[config.mk]
export PLATFORM = sky130hd
export DESIGN_NAME = secret_driver
export DESIGN_NICKNAME = d
export VERILOG_FILES = /design/src/rtl/secret_drv_pkg.sv /design/src/rtl/secret_drv_fifo.sv /design/src/rtl/secret_driver.sv
export SDC_FILE = /design/constraint.sdc
export NUM_CORES = 1
export LEC_CHECK = 0
export BUFFER_PORTS_ARGS = -buffer_cell sky130_fd_sc_hd__buf_4
export CAP_MARGIN = 20
export CORE_MARGIN = 4
export CORE_UTILIZATION = 51
export CTS_CLUSTER_SIZE = 8
export DETAILED_ROUTE_END_ITERATION = 6
export PLACE_DENSITY_LB_ADDON = 0.25
export SLEW_MARGIN = 40
export SYNTH_ARGS = -nofsm -noshare
export SYNTH_HDL_FRONTEND = slang
export SYNTH_SLANG_ARGS = --single-unit
[constraint.sdc]
create_clock -name clk -period 2.9 [get_ports clk]
set_clock_uncertainty 0.15 [all_clocks]
set_input_delay 0.145 -clock clk [delete_from_list [all_inputs] [get_ports clk]]
set_output_delay 0.145 -clock clk [all_outputs]
set_load 0.05 [all_outputs]
[src/rtl/secret_drv_pkg.sv]
// Shared types and constants for secret_driver: FSM state, operand pair, widths.
package secret_drv_pkg;

  localparam int SECRET_W = 32;

  typedef enum logic [1:0] {
    IDLE  = 2'd0,
    APPLY = 2'd1,
    HOLD  = 2'd2
  } state_t;

  typedef struct packed {
    logic [SECRET_W-1:0] a;
    logic [SECRET_W-1:0] b;
  } op_pair_t;

  // Latency counter width: $clog2(latency+1), never narrower than one bit.
  function automatic int cnt_width(input int latency);
    int w;
    w = $clog2(latency + 1);
    return (w < 1) ? 1 : w;
  endfunction

endpackage

[src/rtl/secret_drv_fifo.sv]
// Operand-pair FIFO for secret_driver: power-of-two DEPTH, occupancy counter,
// synchronous active-low reset.
module secret_drv_fifo
  import secret_drv_pkg::*;
#(
  parameter int DEPTH = 4
) (
  input  logic     clk,
  input  logic     rst_n,
  input  logic     push_i,
  input  op_pair_t push_data_i,
  input  logic     pop_i,
  output op_pair_t pop_data_o,
  output logic     full_o,
  output logic     empty_o
);

  localparam int          AW       = (DEPTH > 1) ? $clog2(DEPTH) : 1;
  localparam logic [AW:0] FULL_CNT = (AW + 1)'(DEPTH);

  op_pair_t      mem_q [DEPTH];
  logic [AW-1:0] wr_ptr_q, wr_ptr_d;
  logic [AW-1:0] rd_ptr_q, rd_ptr_d;
  logic [AW:0]   count_q, count_d;
  logic          push_ok, pop_ok;

  assign full_o     = (count_q == FULL_CNT);
  assign empty_o    = (count_q == '0);
  assign push_ok    = push_i && !full_o;
  assign pop_ok     = pop_i && !empty_o;
  assign pop_data_o = mem_q[rd_ptr_q];

  // NOTE: every variable is defaulted first so no path through the block leaves it unassigned (no latch).
  always_comb begin
    wr_ptr_d = wr_ptr_q;
    rd_ptr_d = rd_ptr_q;
    count_d  = count_q;
    if (push_ok) wr_ptr_d = wr_ptr_q + 1'b1;
    if (pop_ok)  rd_ptr_d = rd_ptr_q + 1'b1;
    case ({push_ok, pop_ok})
      2'b10:   count_d = count_q + 1'b1;
      2'b01:   count_d = count_q - 1'b1;
      default: count_d = count_q;
    endcase
  end

  // NOTE: sequential state uses non-blocking assignments so every flop samples pre-edge values.
  always_ff @(posedge clk) begin
    if (!rst_n) begin
      wr_ptr_q <= '0;
      rd_ptr_q <= '0;
      count_q  <= '0;
    end else begin
      wr_ptr_q <= wr_ptr_d;
      rd_ptr_q <= rd_ptr_d;
      count_q  <= count_d;
    end
  end

  // NOTE: storage is deliberately not reset; count_q gates every read, so stale entries are never observed.
  always_ff @(posedge clk) begin
    if (push_ok) mem_q[wr_ptr_q] <= push_data_i;
  end

endmodule

[src/rtl/secret_driver.sv]
// Flow-controlled shell around the protected secret block: buffers operand pairs,
// drives sec_a/sec_b, samples sec_x after LATENCY cycles. Optional SECRET_DRV_STATS_EN adds counters.
module secret_driver
  import secret_drv_pkg::*;
#(
  parameter int DEPTH   = 4,
  parameter int LATENCY = 1,
  parameter int W       = SECRET_W
) (
  input  logic         clk,
  input  logic         rst_n,
  input  logic         in_valid,
  output logic         in_ready,
  input  logic [W-1:0] in_a,
  input  logic [W-1:0] in_b,
  output logic [W-1:0] sec_a,
  output logic [W-1:0] sec_b,
  input  logic [W-1:0] sec_x,
  output logic         out_valid,
  input  logic         out_ready,
  output logic [W-1:0] out_x,
  output logic         busy
`ifdef SECRET_DRV_STATS_EN
  ,
  output logic [31:0]  stat_done,
  output logic [31:0]  stat_stall
`endif
);

  localparam int            CW       = cnt_width(LATENCY);
  localparam logic [CW-1:0] CNT_INIT = CW'(LATENCY);

  state_t        state_q, state_d;
  logic [CW-1:0] cnt_q, cnt_d;
  logic [W-1:0]  sec_a_q, sec_a_d, sec_b_q, sec_b_d;
  logic [W-1:0]  out_x_q, out_x_d;
  logic          out_valid_q, out_valid_d;
  logic          fifo_pop, fifo_full, fifo_empty;
  op_pair_t      push_pair, head_pair;

  assign push_pair.a = in_a;
  assign push_pair.b = in_b;

  secret_drv_fifo #(.DEPTH(DEPTH)) u_fifo (
    .clk         (clk),
    .rst_n       (rst_n),
    .push_i      (in_valid),
    .push_data_i (push_pair),
    .pop_i       (fifo_pop),
    .pop_data_o  (head_pair),
    .full_o      (fifo_full),
    .empty_o     (fifo_empty)
  );

  always_comb begin
    state_d     = state_q;
    cnt_d       = cnt_q;
    sec_a_d     = sec_a_q;
    sec_b_d     = sec_b_q;
    out_x_d     = out_x_q;
    out_valid_d = out_valid_q;
    fifo_pop    = 1'b0;
    case (state_q)
      IDLE: begin
        if (!fifo_empty) begin
          fifo_pop = 1'b1;
          sec_a_d  = head_pair.a;
          sec_b_d  = head_pair.b;
          cnt_d    = CNT_INIT;
          state_d  = APPLY;
        end
      end
      APPLY: begin
        if (cnt_q == '0) begin
          out_x_d     = sec_x;
          out_valid_d = 1'b1;
          state_d     = HOLD;
        end else begin
          cnt_d = cnt_q - 1'b1;
        end
      end
      HOLD: begin
        // Chain straight into the next pair on the handshake to keep LATENCY+2 throughput.
        if (out_valid_q && out_ready) begin
          out_valid_d = 1'b0;
          if (!fifo_empty) begin
            fifo_pop = 1'b1;
            sec_a_d  = head_pair.a;
            sec_b_d  = head_pair.b;
            cnt_d    = CNT_INIT;
            state_d  = APPLY;
          end else begin
            state_d = IDLE;
          end
        end
      end
      default: state_d = IDLE;
    endcase
  end

  always_ff @(posedge clk) begin
    if (!rst_n) begin
      state_q     <= IDLE;
      cnt_q       <= '0;
      sec_a_q     <= '0;
      sec_b_q     <= '0;
      out_x_q     <= '0;
      out_valid_q <= 1'b0;
    end else begin
      state_q     <= state_d;
      cnt_q       <= cnt_d;
      sec_a_q     <= sec_a_d;
      sec_b_q     <= sec_b_d;
      out_x_q     <= out_x_d;
      out_valid_q <= out_valid_d;
    end
  end

  assign in_ready  = !fifo_full;
  assign sec_a     = sec_a_q;
  assign sec_b     = sec_b_q;
  assign out_x     = out_x_q;
  assign out_valid = out_valid_q;
  assign busy      = (state_q != IDLE) || !fifo_empty;

`ifdef SECRET_DRV_STATS_EN
  logic [31:0] stat_done_q, stat_stall_q;

  always_ff @(posedge clk) begin
    if (!rst_n) begin
      stat_done_q  <= '0;
      stat_stall_q <= '0;
    end else begin
      if (out_valid_q && out_ready && !(&stat_done_q))   stat_done_q  <= stat_done_q + 1'b1;
      if (out_valid_q && !out_ready && !(&stat_stall_q)) stat_stall_q <= stat_stall_q + 1'b1;
    end
  end

  assign stat_done  = stat_done_q;
  assign stat_stall = stat_stall_q;
`endif

endmodule
======== Word-level counts from Yosys, hierarchy flattened ========
Memory sizes are Yosys's and may differ from the RTL's. A register that Yosys moved wholly into a read port is not among the register bits.
Cells that the tools add are included.
storage, ports and cells
  bits in read-only memories .............. 0
  memory bits (writable) .................. 256
  latch bits .............................. 0
  register bits after elaboration ......... 107
  memories ................................ 1
  logic and storage cells ................. 68
  input port bits ......................... 100
memories
  name          words  width  read ports  clocked after Yosys merged registers in  write ports  line                   RTL
  u_fifo.mem_q  4      64     1           1                                        1            secret_drv_fifo.sv:21  op_pair_t mem_q [DEPTH];
cells by class
  shifts and indexed selects .............. 0
  $mul .................................... 0
  muxes and demuxes ....................... 26
  $add $sub $neg .......................... 5
  bitwise gates (word level) .............. 1
  divide/modulo/power cells ............... 0
  equal/unequal tests ..................... 8
  $lt $le $gt $ge ......................... 0
  reduce and logical (&&, ||, !) cells .... 18
operators with widths
  cell                                               number
  2-to-1 mux 32 bit                                  4
  one-hot mux 32 bit (2 select lines)                2
  2-to-1 mux 1 bit                                   10
  2-to-1 mux 2 bit                                   5
  nonzero test 2 bit                                 4
  inequality test 2 bit (second input constant)      3
  one-hot mux 2 bit (3 select lines)                 1
  one-hot mux 3 bit (2 select lines)                 1
  AND reduction 2 bit                                3
  AND reduction 3 bit                                2
  adder 2 x 1 -> 2 bit (second input constant)       2
  == test 2 x 1 -> 1 bit (second input constant)     2
  == test 2 bit (second input constant)              2
  one-hot mux 1 bit (2 select lines)                 2
  adder 3 x 1 -> 3 bit (second input constant)       1
  == test 3 bit (second input constant)              1
  logical AND 1 bit                                  3
  logical NOT 3 bit                                  1
  one-hot mux 1 bit (3 select lines)                 1
  nonzero test 3 bit                                 1
  subtractor 3 x 1 -> 3 bit (second input constant)  1
  logical NOT 1 bit                                  2
  logical NOT 2 bit                                  1
  logical OR 1 bit                                   1
  other kinds (2)                                    2

======== Logic depth before layout (Yosys ltp) ========
Gate-level depths: netlist of the first run.
  depth in word-level cells ............... 7
  gate-level depth with buffers ........... 9
  gate-level depth less buffers ........... 8

======== By module ========
Synthesis of the first run repeated with hierarchy kept, for this count alone.
unflattened totals
  cells, all modules ...................... 827
  area, all modules ....................... 13693.1 um^2
modules (own cells, without submodules)
  module           times used  cells an instance  area an instance (um^2)
  secret_drv_fifo  1           388                9808.2
  secret_driver    1           439                3885.0

======== Worst setup path after synthesis of the first run ========
No wires, ideal clock.
  path type ............................... register -> register
  start point ............................. reg u_fifo.count_q[0]
  end point ............................... mem u_fifo.mem_q[0][0] in the netlist's numbering, enable pin
  setup slack ............................. -181 ps
  data arrival time ....................... 2502 ps
  data required time ...................... 2321 ps
  clock period less this slack ............ 3081 ps
  cell stages (with the launch flop) ...... 4
  buffers on the path ..................... 1
  path through ............................ dfxtp_1 or3b_1 buf_2 and3_1
between the ends
  word-level cells in the longest chain between the ends .. 5
RTL lines
  what                                    line                   RTL
  start: declaration                      secret_drv_fifo.sv:24  logic [AW:0] count_q, count_d;
  start signal: assignment                secret_drv_fifo.sv:56  count_q <= count_d;
  == test 3 bit                           secret_drv_fifo.sv:27  assign full_o = (count_q == FULL_CNT);
  logical NOT 1 bit                       n/a
  via in_ready                            secret_driver.sv:13    output logic in_ready,
  logical AND 1 bit                       secret_drv_fifo.sv:29  assign push_ok = push_i && !full_o;
  2-to-1 mux 1 bit                        secret_drv_fifo.sv:62  if (push_ok) mem_q[wr_ptr_q] <= push_data_i;
  2-to-1 mux 1 bit (not written as such)  secret_drv_fifo.sv:62
  end: declaration                        secret_drv_fifo.sv:21
The timed path passes the listed nets, and every way through them passes these cells.

======== Worst setup path after layout of the first run ========
  start point ............................. reg u_fifo.count_q[0]
  end point ............................... reg u_fifo.count_q[2]
between the ends
  word-level cells in the longest chain between the ends .. 7
  elaborated cells between the ends (all ways) .. 15
  those cells by class .................... add/sub (2); eq/ne (3); mux (4); reduce/logical (6)
RTL lines
  what                                                                      line                                      RTL
  logical NOT 3 bit (*)                                                     secret_drv_fifo.sv:28                     assign empty_o = (count_q == '0);
  2-to-1 mux 1 bit                                                          secret_driver.sv:65, secret_driver.sv:86
  2-to-1 mux 1 bit                                                          secret_driver.sv:84                       if (out_valid_q && out_ready) begin
  one-hot mux 1 bit (2 select lines)                                        secret_driver.sv:63                       case (state_q)
  logical AND 1 bit (*)                                                     secret_drv_fifo.sv:30                     assign pop_ok = pop_i && !empty_o;
  via u_fifo.pop_ok                                                         secret_drv_fifo.sv:25                     logic push_ok, pop_ok;
  == test 2 x 1 -> 1 bit or == test 2 bit (tied branches)                   secret_drv_fifo.sv:40                     case ({push_ok, pop_ok})
  one-hot mux 3 bit (2 select lines) or nonzero test 2 bit (tied branches)  n/a
The timed path passes the listed nets; every way through them passes the cells marked *.
A chain may end at the register's enable or synchronous reset.

==> results.md, run 1 <==
- P&R area growth vs syn: 31.6%
- CTS tree: done
- Wire per inst: 21.0 um
- DIE AREA: 0.0296 mm^2
- Final HPWL DP: 17800 um
- Max_slew headroom: 0.520
- Maximum capacitance violations: 0
- Total number of vias: 8766
- Sequential Power Share: 0.366
- Final setup TNS: 0 ps
- Net count, final: between 1000 and 1500
- H-tree lvl count: 2
- PortBufs: ~200
- Die Height: 172 um
- Async SR Flop Fraction: 0
- Synth top area share: 0.559
- PD cells: 1050 mW/mm^2
- Clk network pwr share: 0.284
- Top cells by area, synth: edfxtp_1 56%, dfxtp_1 16%, mux4_2 10%
- #FFs+latches synth: 365
- Number of synthesized flops with an enable pin: 256
- Vias in the first global route: 8944
- Post-synth top area cell: edfxtp_1
- Startpoint types: register
- CORE AREA: roughly 0.026 mm^2
- P_int: 12.2 mW
- Post-synth net total: 958
- Nature of the critical path endpoint: register
- Io pins: 199
- Number of CTS-inserted buffers: 51
- Initial core utilization: 0.523
- Switching Fraction: 0.362
- DR DRC count: 0
- Gpl congestion: between 0.7 and 0.8
- Yosys warnings: 0
- RSZ-0062 raised after global routing: false
- Yosys cell types: 35
- Req. time, crit path: approximately 3200 ps
- Grt total ovfl: 0
- FP Rows: 59
- Max Slew Vio Count: 0
- Crit-path max FO: 5
- Max Clock Freq: 382 MHz
- VDD IR max: 669 uV
- Sequential share of the synthesized area: 0.718
- Mapped Cells: 852
- Mean post-synth cell area: 16.1 um^2
- Most common cell in the netlist: edfxtp_1
- Status: complete, no violations
- Fraction of layout cells with a size suffix above 1: 0.302
- P_leak: 6.48 nW
- CTS Buffer Depth: 3
- Drt total wl: 32200 um
- Tot GR Track Use: 0.216
- Worst-Skew Late Latency: 530 ps
- Final worst-path cycle share: 0.902
- DIE WIDTH: about 170 um
- Iter 0 DRT Violations: 571
- # clock sinks: approximately 370
- Final Hold Vio Count: 0
- Top cells by count, synth: 256 x edfxtp_1, 109 x dfxtp_1, 103 x a21oi_1, 67 x nand2_1, 65 x nand4_1
- Crit Path Category: reg2reg
- Comb pwr share: 0.350
- Worst Hold Class: in2reg
- Largest net degree at the start of global routing: just under 70
- Synthesized area: 0.0137 mm^2
- Primary FF master, synth: edfxtp_1
- Worst slew pin tran: 720 ps
- Switching component of the power: 6.90 mW
- Post_cts resized: 0
- Period minus WS final: between 2000 and 3000 ps
- Worst Path Arrival: about 2900 ps
- Drt first pass iters: 5
- Total Power: approximately 19 mW
- Root Buffer: clkbuf_16
- First-pass GRT wire length: 49800 um
- Post-route ant nets: 0
- Setup Viol. Count Final: 0
- Clock transition at path regs: about 50 ps
- Initial antenna violation count: 4
- Via/cell ratio: 5.72
==> cells by family (layout without fill, tap and decap cells) <==
group	count (synthesis)	count (layout)	synth area share
DFF	365	365	0.718
AOI/OAI and AO/OA	175	175	0.0765
and+or+nand+nor	153	153	0.0583
buffers and inverters	83	425	0.0319
muxes	68	68	0.108
adders and majority gates	6	6	0.00601
xor gates and xnor gates	2	2	0.00128
other	0	3	0
==> critical path, cell delays in order, from the launching register on <==
cell	delay, ps
dfxtp_1	380
or3_2	490
nand3_1	140
inv_1	110
ha_1	250
fa_1	440
xnor2_1	140
or3_1	310
a21oi_1	140
==> flip-flops by register name, summed over array words and instances, names as in the netlist, 2 cells and up, named ones only <==
register,cells
u_fifo.count_q,3
sec_a,32
u_fifo.rd_ptr_q,2
state_q,2
out_x,32
sec_b,32
u_fifo.wr_ptr_q,2
u_fifo.mem_q,256
==> path summary, 6_finish.rpt <==
| kind | start | end | slack [ps] | cells after the start |
|---|---|---|---|---|
| max | u_fifo.count_q[0]$_SDFFE_PN0P_ | u_fifo.count_q[2]$_SDFFE_PN0P_ | 280 | 8 |
| min | in_b[24] | u_fifo.mem_q[2][24]$_DFFE_PP_ | 200 | 2 |
| min reg2reg | out_x[23]$_SDFFE_PN0P_ | out_x[23]$_SDFFE_PN0P_ | 300 | 2 |
| max reg2reg | u_fifo.count_q[0]$_SDFFE_PN0P_ | u_fifo.count_q[2]$_SDFFE_PN0P_ | 280 | 8 |
==> cell type report <==
cell class                 instances  area, um^2
clock inverter                     2        25.0
timing repair buffer             326        2790
clock buffer                      91        1460
multi-input combinational        404        3480
sequential                       365        9880
inverter                           6        23.8
fill                            1743        8200
antenna                            3        7.51
tap                              335         419
==> per-stage QoR <==
stage	instance area, um^2	std cells	util	setup slack, ps	hold slack [ps]
final	18100	1532	0.688	284	198
after global routing	18100	1532	0.688	155	188
after CTS	18000	1527	0.686	69.8	181
after detailed placement	15600	1335	0.592	301	198
after global placement	15600	1335	0.592	322	197
after floorplan	13700	852	-	431	93.9
==> what timing repair did <==
action                    4_1_cts  5_1_grt
hold endpoints to repair      314        0
hold buffers                   99        0
buffers inserted                0        0
==> power groups by stage <==
stage / sequential [mW] / clock, mW / combinational [mW]
6_report: 6.97 / 5.41 / 6.67
5_1_grt: 7.06 / 5.78 / 7.13
4_1_cts: 6.98 / 5.51 / 6.65
3_5_place_dp: 7.07 / 0 / 6.51
3_3_place_gp: 7.04 / 0 / 6.46
2_1_floorplan: 8.40 / 0 / 3.29
==> cell usage in the layout (no fill, tap or decap), drive strengths merged, types with 5 or more instances in the layout <==
| master | n |
|---|---|
| edfxtp | 256 |
| buf | 227 |
| dfxtp | 109 |
| a21oi | 103 |
| dlygate4sd3 | 99 |
| clkbuf | 91 |
| nand2 | 67 |
| nand4 | 65 |
| mux4 | 64 |
| o31ai | 64 |
| inv | 6 |
| ha | 5 |
==> layer usage <==
layer	track usage	up-vias	part of all wire
li1	-	3992	-
met1	0.291	4422	0.41
met2	0.371	308	0.50
met3	0.0396	42	0.069
met4	0.0472	2	0.016
met5	0	-	0.00022
No activity file was read; power rests on OpenSTA's default activity.
==> inputs of run 2 (changes only) <==
--- a/config.mk
+++ b/config.mk
@@ -5,12 +5,13 @@
 export SDC_FILE = /design/constraint.sdc
 export NUM_CORES = 1
 export LEC_CHECK = 0
-export BUFFER_PORTS_ARGS = -buffer_cell sky130_fd_sc_hd__buf_4
 export CAP_MARGIN = 20
 export CORE_MARGIN = 4
-export CORE_UTILIZATION = 51
+export CORE_UTILIZATION = 57
+export CTS_CLUSTER_DIAMETER = 80
 export CTS_CLUSTER_SIZE = 8
 export DETAILED_ROUTE_END_ITERATION = 6
+export DONT_BUFFER_PORTS = 1
 export PLACE_DENSITY_LB_ADDON = 0.25
 export SLEW_MARGIN = 40
 export SYNTH_ARGS = -nofsm -noshare
==> run 2 against run 1 <==
  * Sequential cell count stayed put
  * First-iteration DRC count is 15% higher
  * Combinational power is 37% lower
  * Fmax is 2.6% lower
  * Sequential power is 24% higher
  * Critical path type unchanged
  * Total power is 4.5% lower
  * Global-route usage is 2.0 points higher
  * Non-clock buffer count is 208 lower
  * Die area is 10% lower
  * Via count is 6.1% lower
  * Setup slack worse by 71 ps
  * Clock power is 1% lower
==> results.md, run 2 (synthesis gave the netlist of run 1 again) <==
- Total number of vias: 8227 (was 8766)
- Final worst-path cycle share: 0.926 (was 0.902)
- Initial core utilization: 0.582 (was 0.523)
- Setup crit start: u_fifo.count_q[0]$_SDFFE_PN0P_ (unchanged)
- Io pins: 199 (unchanged)
- Iter 0 DRT Violations: 655 (was 571)
- Final Hold Vio Count: 0 (unchanged)
- R2R Setup Slk: 210 ps (was 280 ps)
- CTS Buffer Depth: 3 (unchanged)
- P_leak: 5.43 nW (was 6.48 nW)
- Final setup TNS: 0 ps (unchanged)
- Nature of the critical path endpoint: register (unchanged)
- Post_cts resized: 0 (unchanged)
- Slowest stage cell on the critical path: or3_2 (unchanged)
- Maximum capacitance violations: 0 (unchanged)
- Tot GR Track Use: 0.236 (was 0.216)
- DR DRC count: 0 (unchanged)
- Gpl congestion: 0.733 (was 0.752)
- DIE WIDTH: 163 um (was 172 um)
- Max Clock Freq: 372 MHz (was 382 MHz)
- Worst Setup EP: u_fifo.count_q[2]$_SDFFE_PN0P_ (unchanged)
- Reg-to-reg startpoint: u_fifo.count_q[0]$_SDFFE_PN0P_ (unchanged)
- H-tree lvl count: 2 (unchanged)
- CORE AREA: 0.0236 mm^2 (was 0.0263 mm^2)
- Crit-path max FO: 5 (unchanged)
- Vias in the first global route: 8738 (was 8944)
- Worst Hold Class: in2reg (unchanged)
- P&R area growth vs syn: 20.2% (was 31.6%)
- DIE AREA: 0.0267 mm^2 (was 0.0296 mm^2)
- Fraction of layout cells with a size suffix above 1: 0.154 (was 0.302)
- Period minus WS final: 2690 ps (was 2620 ps)
- Final Util: 0.700 (was 0.688)
- Worst slew pin tran: 847 ps (was 720 ps)
- FP Rows: 56 (was 59)
- Drt first pass iters: 5 (unchanged)
- PD cells: 1100 mW/mm^2 (was 1050 mW/mm^2)
- Root Buffer: clkbuf_16 (unchanged)
- Drt total wl: 31600 um (was 32200 um)
- Req. time, crit path: 3200 ps (about the same)
- Via/cell ratio: 6.28 (was 5.72)
- Largest net degree at the start of global routing: 70 (was 68)
- Crit path depth: 8 (unchanged)
- Clock transition at path regs: 50 ps (about the same)
- Setup Viol. Count Final: 0 (unchanged)
- FF-to-FF End: u_fifo.count_q[2]$_SDFFE_PN0P_ (unchanged)
- Max Slew Vio Count: 0 (unchanged)
- Crit path cell chain: or3_2, nand3_1, inv_1, ha_1, fa_1, xnor2_1, or3_1, a21oi_1 (unchanged)
- PortBufs: 0 (was 198)
- Final HPWL DP: 16100 um (was 17800 um)
- Startpoint types: register (unchanged)
- RSZ-0062 raised after global routing: false (unchanged)
- First-pass GRT wire length: 48400 um (was 49800 um)
- Commonest non-fill, non-tap cells in the layout: 256 x edfxtp_1, 106 x dfxtp_1, 103 x a21oi_1, 100 x dlygate4sd3_1, 67 x nand2_1 (was 256 x edfxtp_1, 219 x buf_4, 106 x dfxtp_1, 103 x a21oi_1, 99 x dlygate4sd3_1)
- Wire per inst: 24.1 um (was 21.0 um)
- Die Height: 163 um (was 172 um)
- Largest delay share family, worst path: simple AND/OR/NAND/NOR gates (unchanged)
- Crit Path Category: reg2reg (unchanged)
- VDD IR max: 829 uV (was 669 uV)
- Final hold slack: 8.46 ps (was 198 ps)
- CP peak stage delay: 500 ps (was 490 ps)
- Grt total ovfl: 0 (unchanged)
- Most common cell after layout, fill and taps aside: edfxtp_1 (unchanged)
- Largest Register: u_fifo.mem_q (unchanged)
- Initial antenna violation count: 3 (was 4)
- R2R depth: 8 (unchanged)
- Number of CTS-inserted buffers: 51 (unchanged)
- Post-route ant nets: 0 (unchanged)
- Worst path bufs/invs: 1 (unchanged)
- CTS tree: done (unchanged)
- Max_slew headroom: 0.434 (was 0.520)
- Largest register FFs: 256 (unchanged)
- Net count, final: 1052 (was 1260)
- # clock sinks: 365 (unchanged)
- Worst Path Arrival: 2990 ps (was 2920 ps)
- Status: complete, no violations (unchanged)
- Worst-Skew Late Latency: 540 ps (was 530 ps)
==> run 2: per-layer routing <==
layer	global-route usage	vias to the layer above	share of wire	wire [um]
met3	0.0603	69	0.094	2980
met4	0.0881	0	0.026	836
met2	0.406	429	0.51	16100
met5	0	-	0	0
met1	0.290	4139	0.37	11700
li1	-	3590	-	-
==> run 2: layout make-up <==
class / instances / area [um^2]
inverter: 6 / 23.8
sequential: 365 / 9880
antenna: 4 / 10.0
clock buffer: 91 / 1450
multi-input combinational: 404 / 3470
tap: 319 / 399
clock inverter: 3 / 30.0
fill: 1497 / 7090
timing repair buffer: 118 / 1260
==> run 2: how the worst min path moves through the flow <==
stage | from | endpoint | slack (ps) | depth (start not counted)
after detailed placement | in_a[27] | u_fifo.mem_q[2][59]$_DFFE_PP_ | 90 | 0
final | in_valid | u_fifo.mem_q[3][39]$_DFFE_PP_ | 8 | 2
after floorplan | in_b[0] | u_fifo.mem_q[0][0]$_DFFE_PP_ | 90 | 0
after CTS | in_valid | u_fifo.mem_q[0][29]$_DFFE_PP_ | 30 | 2
after global placement | in_b[7] | u_fifo.mem_q[3][7]$_DFFE_PP_ | 90 | 0
after global routing | in_valid | u_fifo.mem_q[3][1]$_DFFE_PP_ | 2 | 2
==> run 2: what timing repair did <==
| action | 4_1_cts | 5_1_grt |
|---|---|---|
| setup endpoints to repair | 0 | 0 |
| buffers inserted | 0 | 0 |
| hold buffers | 100 | 0 |
| hold endpoints to repair | 308 | 0 |
==> run 2: report_power, final <==
part / switching [mW] / total [mW] / internal (mW)
clock: 2.02 / 5.35 / 3.33
sequential: 2.20 / 8.63 / 6.43
combinational: 2.55 / 4.21 / 1.66
total: 6.77 / 18.2 / 11.4
==> run 2: metrics by stage <==
stage / total power, mW / instance area [um^2] / std cells / setup WS, ps
6_report: 18.2 / 16500 / 1310 / 213
3_5_place_dp: 12.7 / 14000 / 1112 / 251
3_3_place_gp: 12.6 / 14000 / 1112 / 343
2_1_floorplan: 11.7 / 13700 / 852 / 431
4_1_cts: 18.3 / 16500 / 1306 / 84.6
5_1_grt: 19.0 / 16500 / 1309 / 81.2
